$ cat config.mk
export PLATFORM = sky130hd
export DESIGN_NAME = fir_filter_n
export DESIGN_NICKNAME = d
export VERILOG_FILES = /design/src/rtl/fir_pkg.sv /design/src/rtl/fir_block_counter.sv /design/src/rtl/fir_filter_n.sv
export SDC_FILE = /design/constraint.sdc
export NUM_CORES = 1
export LEC_CHECK = 0
export ABC_AREA = 1
export CORE_MARGIN = 2
export CORE_UTILIZATION = 35
export DETAILED_ROUTE_END_ITERATION = 10
export PLACE_DENSITY = 0.49
export SETUP_SLACK_MARGIN = 0.5
export SLEW_MARGIN = 20
export SYNTH_ARGS = -nofsm -noshare
export SYNTH_HDL_FRONTEND = slang
export SYNTH_SLANG_ARGS = --single-unit
$ cat constraint.sdc
create_clock -name clk -period 10.9 [get_ports clk]
set_clock_uncertainty 0.2 [all_clocks]
set_input_delay 2.725 -clock clk [delete_from_list [all_inputs] [get_ports clk]]
set_output_delay 2.725 -clock clk [all_outputs]
set_load 0.02 [all_outputs]
$ cat src/rtl/fir_pkg.sv
// rtl/fir_pkg.sv - shared types, accumulator sizing and saturation bounds for fir_filter_n
package fir_pkg;

    typedef enum logic [1:0] {
        IDLE = 2'd0,
        LOAD = 2'd1,
        MAC  = 2'd2,
        OUT  = 2'd3
    } fir_state_t;

    // Accumulator width: full-precision product plus headroom for NTAPS additions
    function automatic int acc_width(input int data_w, input int ntaps);
        return 2 * data_w + $clog2(ntaps);
    endfunction

    // Largest signed value representable in data_w bits
    function automatic longint sat_hi(input int data_w);
        return (longint'(1) <<< (data_w - 1)) - longint'(1);
    endfunction

    // Smallest signed value representable in data_w bits
    function automatic longint sat_lo(input int data_w);
        return -(longint'(1) <<< (data_w - 1));
    endfunction

endpackage

$ cat src/rtl/fir_block_counter.sv
// rtl/fir_block_counter.sv - modulo-BLOCK_SIZE output counter with wrap pulse
module fir_block_counter #(
    parameter int BLOCK_SIZE = 1000
) (
    input  logic clk,
    input  logic rst,
    input  logic clear,
    input  logic incr,
    output logic wrap
);

    localparam int CNT_W = (BLOCK_SIZE > 1) ? $clog2(BLOCK_SIZE) : 1;
    localparam logic [CNT_W-1:0] LAST = CNT_W'(BLOCK_SIZE - 1);

    logic [CNT_W-1:0] cnt;
    logic             at_last;

    assign at_last = (cnt == LAST);
    // The increment that returns the count to zero is the block boundary
    assign wrap    = incr && at_last;

    // Count outputs; a clear restarts the block
    always_ff @(posedge clk or posedge rst) begin
        if (rst) begin
            cnt <= '0;
        end else if (clear) begin
            cnt <= '0;
        end else if (incr) begin
            cnt <= at_last ? '0 : cnt + 1'b1;
        end
    end

endmodule

$ cat src/rtl/fir_filter_n.sv
// rtl/fir_filter_n.sv - N-tap sequential-MAC FIR filter with saturation and magnitude output
module fir_filter_n
    import fir_pkg::*;
#(
    parameter int DATA_W     = 16,
    parameter int NTAPS      = 4,
    parameter int BLOCK_SIZE = 1000
) (
    input  logic              clk,
    input  logic              rst,
    input  logic [DATA_W-1:0] coeff_data,
    input  logic              coeff_valid,
    output logic              coeff_ready,
    input  logic [DATA_W-1:0] sample_data,
    input  logic              sample_valid,
    output logic              sample_ready,
    input  logic              mag_mode,
    output logic [DATA_W-1:0] fir_out,
    output logic              out_valid,
    output logic              modwait,
    output logic              one_k_samples,
    output logic              err
);

    localparam int ACC_W = acc_width(DATA_W, NTAPS);
    localparam int IDX_W = $clog2(NTAPS);
    localparam logic [IDX_W-1:0]         LAST_IDX = IDX_W'(NTAPS - 1);
    localparam logic signed [ACC_W-1:0]  SAT_HI   = ACC_W'(sat_hi(DATA_W));
    localparam logic signed [ACC_W-1:0]  SAT_LO   = ACC_W'(sat_lo(DATA_W));
    localparam logic signed [DATA_W-1:0] OUT_MAX  = {1'b0, {(DATA_W-1){1'b1}}};
    localparam logic signed [DATA_W-1:0] OUT_MIN  = {1'b1, {(DATA_W-1){1'b0}}};

    fir_state_t state, state_nxt;

    logic signed [DATA_W-1:0]   coeff [NTAPS];
    logic signed [DATA_W-1:0]   d     [NTAPS];
    logic signed [ACC_W-1:0]    acc;
    logic [IDX_W-1:0]           idx;
    logic                       coeff_loaded;
    logic                       mag_q;
    logic [DATA_W-1:0]          fir_out_q;
    logic                       err_q;

    logic signed [2*DATA_W-1:0] prod;
    logic signed [ACC_W-1:0]    r;
    logic signed [DATA_W-1:0]   r_sat;
    logic signed [DATA_W-1:0]   result;
    logic                       sat_hit;
    logic                       load_start;
    logic                       sample_take;

    assign coeff_ready   = (state == LOAD);
    // A pending coefficient load wins over a sample offered in the same cycle
    assign sample_ready  = (state == IDLE) && coeff_loaded && !coeff_valid;
    assign modwait       = (state != IDLE);
    assign out_valid     = (state == OUT);
    assign load_start    = (state == IDLE) && coeff_valid;
    assign sample_take   = sample_ready && sample_valid;
    assign fir_out       = (state == OUT) ? result : fir_out_q;
    assign err           = err_q | ((state == OUT) && sat_hit);

    // State register
    always_ff @(posedge clk or posedge rst) begin
        if (rst) begin
            state <= IDLE;
        end else begin
            state <= state_nxt;
        end
    end

    // Next-state logic
    always_comb begin
        state_nxt = state;
        case (state)
            IDLE: begin
                if (coeff_valid) begin
                    state_nxt = LOAD;
                end else if (coeff_loaded && sample_valid) begin
                    state_nxt = MAC;
                end
            end
            LOAD: if (coeff_valid && idx == LAST_IDX) state_nxt = IDLE;
            MAC:  if (idx == LAST_IDX) state_nxt = OUT;
            OUT:  state_nxt = IDLE;
            default: state_nxt = IDLE;
        endcase
    end

    // Tap product, rescale from Q2.(2*DATA_W-2) to Q1.(DATA_W-1), clamp, optional magnitude
    always_comb begin
        prod    = (2*DATA_W)'(coeff[idx]) * (2*DATA_W)'(d[idx]);
        r       = acc >>> (DATA_W - 1);
        sat_hit = 1'b0;
        if (r > SAT_HI) begin
            r_sat   = OUT_MAX;
            sat_hit = 1'b1;
        end else if (r < SAT_LO) begin
            r_sat   = OUT_MIN;
            sat_hit = 1'b1;
        end else begin
            r_sat   = r[DATA_W-1:0];
        end
        result = r_sat;
        if (mag_q && r_sat[DATA_W-1]) begin
            result = (r_sat == OUT_MIN) ? OUT_MAX : -r_sat;
        end
    end

    // Coefficient loading, delay line, accumulation and result capture
    always_ff @(posedge clk or posedge rst) begin
        if (rst) begin
            for (int k = 0; k < NTAPS; k++) begin
                coeff[k] <= '0;
                d[k]     <= '0;
            end
            acc          <= '0;
            idx          <= '0;
            coeff_loaded <= 1'b0;
            mag_q        <= 1'b0;
            fir_out_q    <= '0;
            err_q        <= 1'b0;
        end else begin
            case (state)
                IDLE: begin
                    if (load_start) begin
                        for (int k = 0; k < NTAPS; k++) d[k] <= '0;
                        err_q        <= 1'b0;
                        coeff_loaded <= 1'b0;
                        idx          <= '0;
                    end else if (sample_take) begin
                        for (int k = NTAPS - 1; k > 0; k--) d[k] <= d[k-1];
                        d[0]  <= sample_data;
                        mag_q <= mag_mode;
                        acc   <= '0;
                        idx   <= '0;
                    end
                end
                LOAD: begin
                    if (coeff_valid) begin
                        coeff[idx] <= coeff_data;
                        if (idx == LAST_IDX) begin
                            coeff_loaded <= 1'b1;
                            idx          <= '0;
                        end else begin
                            idx <= idx + 1'b1;
                        end
                    end
                end
                MAC: begin
                    acc <= acc + ACC_W'(prod);
                    idx <= (idx == LAST_IDX) ? '0 : idx + 1'b1;
                end
                OUT: begin
                    fir_out_q <= result;
                    if (sat_hit) err_q <= 1'b1;
                end
                default: ;
            endcase
        end
    end

    fir_block_counter #(
        .BLOCK_SIZE(BLOCK_SIZE)
    ) u_block_counter (
        .clk  (clk),
        .rst  (rst),
        .clear(load_start),
        .incr (state == OUT),
        .wrap (one_k_samples)
    );

endmodule

==> key figures <==
Global routing
  • Vias in the first global route: 17400
  • Largest net degree at the start of global routing: around 140
  • Gr ovfl total: 0
  • Initial antenna violation count: 0
  • Gr usage total: between 20% and 30%
  • First-pass GRT wire length: 97300 µm

Floorplanning
  • Starting density of the core: 35.3%
  • Die area: 61300 µm²
  • Die width: 248 µm
  • CORE AREA: ~60000 µm²
  • Die Ht: 248 µm
  • Ports: 59
  • Core Rows: 89

Setup path
  • Reg2reg path depth: 26
  • Reg-to-reg slack, setup: 2.69 ns
  • Setup Crit Path Kind: flop to flop
  • Launch point of the worst path: idx[0]
  • WP data required: between 10 and 15 ns
  • Worst EP arrival: 8.42 ns
  • RR Endpoint: acc[33]
  • CP Capture Type: flop
  • Startpoint of the worst-slack reg-to-reg timing path: idx[0]
  • Worst setup SP type: flop
  • Max FO, Critical Path: 53

Drt
  • WL/cell: 17.9 µm
  • Via/cell ratio: 4.94
  • Pre-antenna DRT Iters: 5
  • Drt total wl: 59500 µm
  • Vias: 16400
  • # DRC: 0
  • DRT iter0 DRCs: 1150
  • Remaining antenna violation count: 0

Place
  • Placed Cells: 3292
  • Hpwl dp: between 40000 and 50000 µm
  • GPL Wtd Cong: 0.899
  • Placed inst area: 22100 µm²
  • PortBufs: 58

STA
  • Unrepaired setup endpoints after global routing: no
  • Setup TNS Final: 0 ns
  • Crit path time final: 8.21 ns
  • Setup violators final: 0
  • Final Hold Vio Count: 0
  • Period utilization: 75.4%
  • Peak Freq: 122 MHz
  • Rel. slew slack: 27.6%
  • Slew at the pin closest to its max-slew limit: between 1 and 1.5 ns
  • Max Slew Vio Count: 0

Min path
  • Hold path start: d[6]
  • Cell depth of the worst min-delay path: 2
  • Min-delay worst type: flop to flop
  • Worst hold endpoint: d[6]

Synth
  • Register area share after synthesis: 23.5%
  • Post-synth cell types: 48
  • Post-Syn Area: between 20000 and 25000 µm²
  • Top cells by area, synth: fa_1 (29%), dfrtp_1 (24%), nand2_1 (9.8%)
  • Synth Instances: 2513
  • Syn Nets: 2967
  • Avg Inst Size Synth: a little over 8 µm²
  • Synth top area share: 29.4%
  • Yosys warns: 0
  • Synthesis-stage register bit count: 195
  • Largest area contributor in the netlist: fa_1

Clock network
  • CTS Root Cell: clkbuf_16
  • Hold-fix buffers at CTS: 0
  • Sinks on the clock net: 195
  • Clk_lat worst skew: 0.51 ns
  • CTS tree: yes
  • Cts bufs inserted: 17
  • H-Tree Depth: 4
  • Total setup buffers inserted after CTS: 0
  • Resize count post-CTS: 0
  • Clock transition at the registers of the reported paths: 0.10 ns
  • Worst-case clock buffer depth: 2

Final layout
  • Fraction of layout cells with a size suffix above 1: around 4.6%
  • Final net count: between 2000 and 3000
  • Design Area, Final: 22700 µm²
  • # fillers: 6066
  • Fin cells: 3323
  • Ant. Diodes: 0
  • Area grow syn2layout: 9.20%
  • Final core occ: approximately two fifths

Run status
  • Outcome: completed

Run
  • # Max-Cap Violations: 0
## critical path: stages (launching register included)
cell      delay [ns]
dfrtp_2         0.82
clkinv_2        0.87
nand2_1         0.27
a32oi_2         0.18
inv_2           0.24
nor2_1          0.10
fa_1            0.67
fa_1            0.89
inv_1           0.12
fa_1            0.61
inv_1           0.14
fa_1            0.46
fa_1            0.50
inv_1           0.05
fa_1            0.47
inv_1           0.04
ha_1            0.32
inv_1           0.15
o21bai_1        0.11
nand3_1         0.08
nand2_1         0.07
a21oi_1         0.21
nand3_1         0.22
inv_1           0.10
nand2_1         0.06
nand3_1         0.07
nand2_1         0.06
## synthesized netlist by cell type (all sizes together)
cell type	n
a21boi	1
a21o	2
a21oi	99
a221oi	1
a22o	5
a2bb2oi	1
a31oi	1
a32o	2
a32oi	30
buf	55
clkbuf	25
clkinv	7
dfrtp	195
fa	305
ha	112
inv	532
nand2	552
nand2b	1
nand3	73
nand3b	4
nand4	13
nor2	266
nor3	10
o211ai	1
o21a	2
o21ai	162
o21bai	2
o221ai	1
o22ai	32
o31ai	1
or2	4
xnor2	8
xor2	8
## cell usage in the layout, fill, tap and decap left out, types with 5 or more instances in the layout
| master | count |
|---|---|
| clkinv_1 | 5 |
| ha_1 | 112 |
| fa_1 | 305 |
| buf_4 | 28 |
| o21ai_0 | 155 |
| a21oi_1 | 95 |
| nand3_1 | 71 |
| clkdlybuf4s50_1 | 58 |
| inv_2 | 11 |
| o22ai_1 | 32 |
| nand4_1 | 13 |
| nor2_2 | 5 |
| nor2_1 | 260 |
| nand2_1 | 543 |
| xnor2_1 | 8 |
| xor2_1 | 8 |
| nand2_2 | 6 |
| nor3_1 | 8 |
| a32oi_1 | 15 |
| clkbuf_16 | 17 |
| dfrtp_1 | 194 |
| o21ai_1 | 6 |
| a22o_1 | 5 |
| inv_1 | 520 |
| a32oi_2 | 15 |
## metrics by stage
step | hold WS (ns) | setup slack [ns]
2_1_floorplan | 0.253 | 2.66
3_3_place_gp | 0.266 | 2.76
3_5_place_dp | 0.274 | 2.61
4_1_cts | 0.292 | 2.62
5_1_grt | 0.316 | 2.04
6_report | 0.288 | 2.69
## worst max path at each step
| stage | end | slack, ns |
|---|---|---|
| floorplan | acc[0] | 2.66 |
| global placement | acc[33] | 2.76 |
| detailed placement | acc[33] | 2.61 |
| CTS | acc[33] | 2.62 |
| global route | acc[32] | 2.04 |
| finish | acc[33] | 2.69 |
## flip-flops by register name, summed over array words and instances (netlist names)
name,cells
coeff,64
d,64
acc,34
fir_out_q,16
u_block_counter.cnt,10
idx,2
state,2
coeff_loaded,1
err_q,1
mag_q,1
## metal layers
layer | global-route usage (%) | wire length (µm) | vias to the layer above
li1 | - | - | 7708
met1 | 28.6 | 27600 | 8323
met2 | 33.6 | 27700 | 327
met3 | 4.05 | 2830 | 59
met4 | 6.18 | 1430 | 0
met5 | 0 | 0 | -
## layout make-up
class,count,area (µm²),area share (%)
clock buffer,19,453,2.00
clock inverter,12,114,0.502
inverter,539,2030,8.97
multi-input combinational,1699,13400,59.3
sequential,195,4880,21.5
tap,773,967,4.27
timing repair buffer,86,791,3.49
## kinds of logic (layout without fill, tap and decap cells)
family | after synthesis | after routing | synth area share, %
buffers and inverters | 619 | 656 | 11.8
adders and majority gates | 417 | 417 | 36.2
and+or+nand+nor | 923 | 923 | 17.8
xor gates and xnor gates | 16 | 16 | 0.675
AOI/OAI and AO/OA | 343 | 343 | 10.0
DFF | 195 | 195 | 23.5
Power is left out: the tool's default activity adds up to more than one toggle a clock period on the data nets, which glitch-free logic cannot reach.
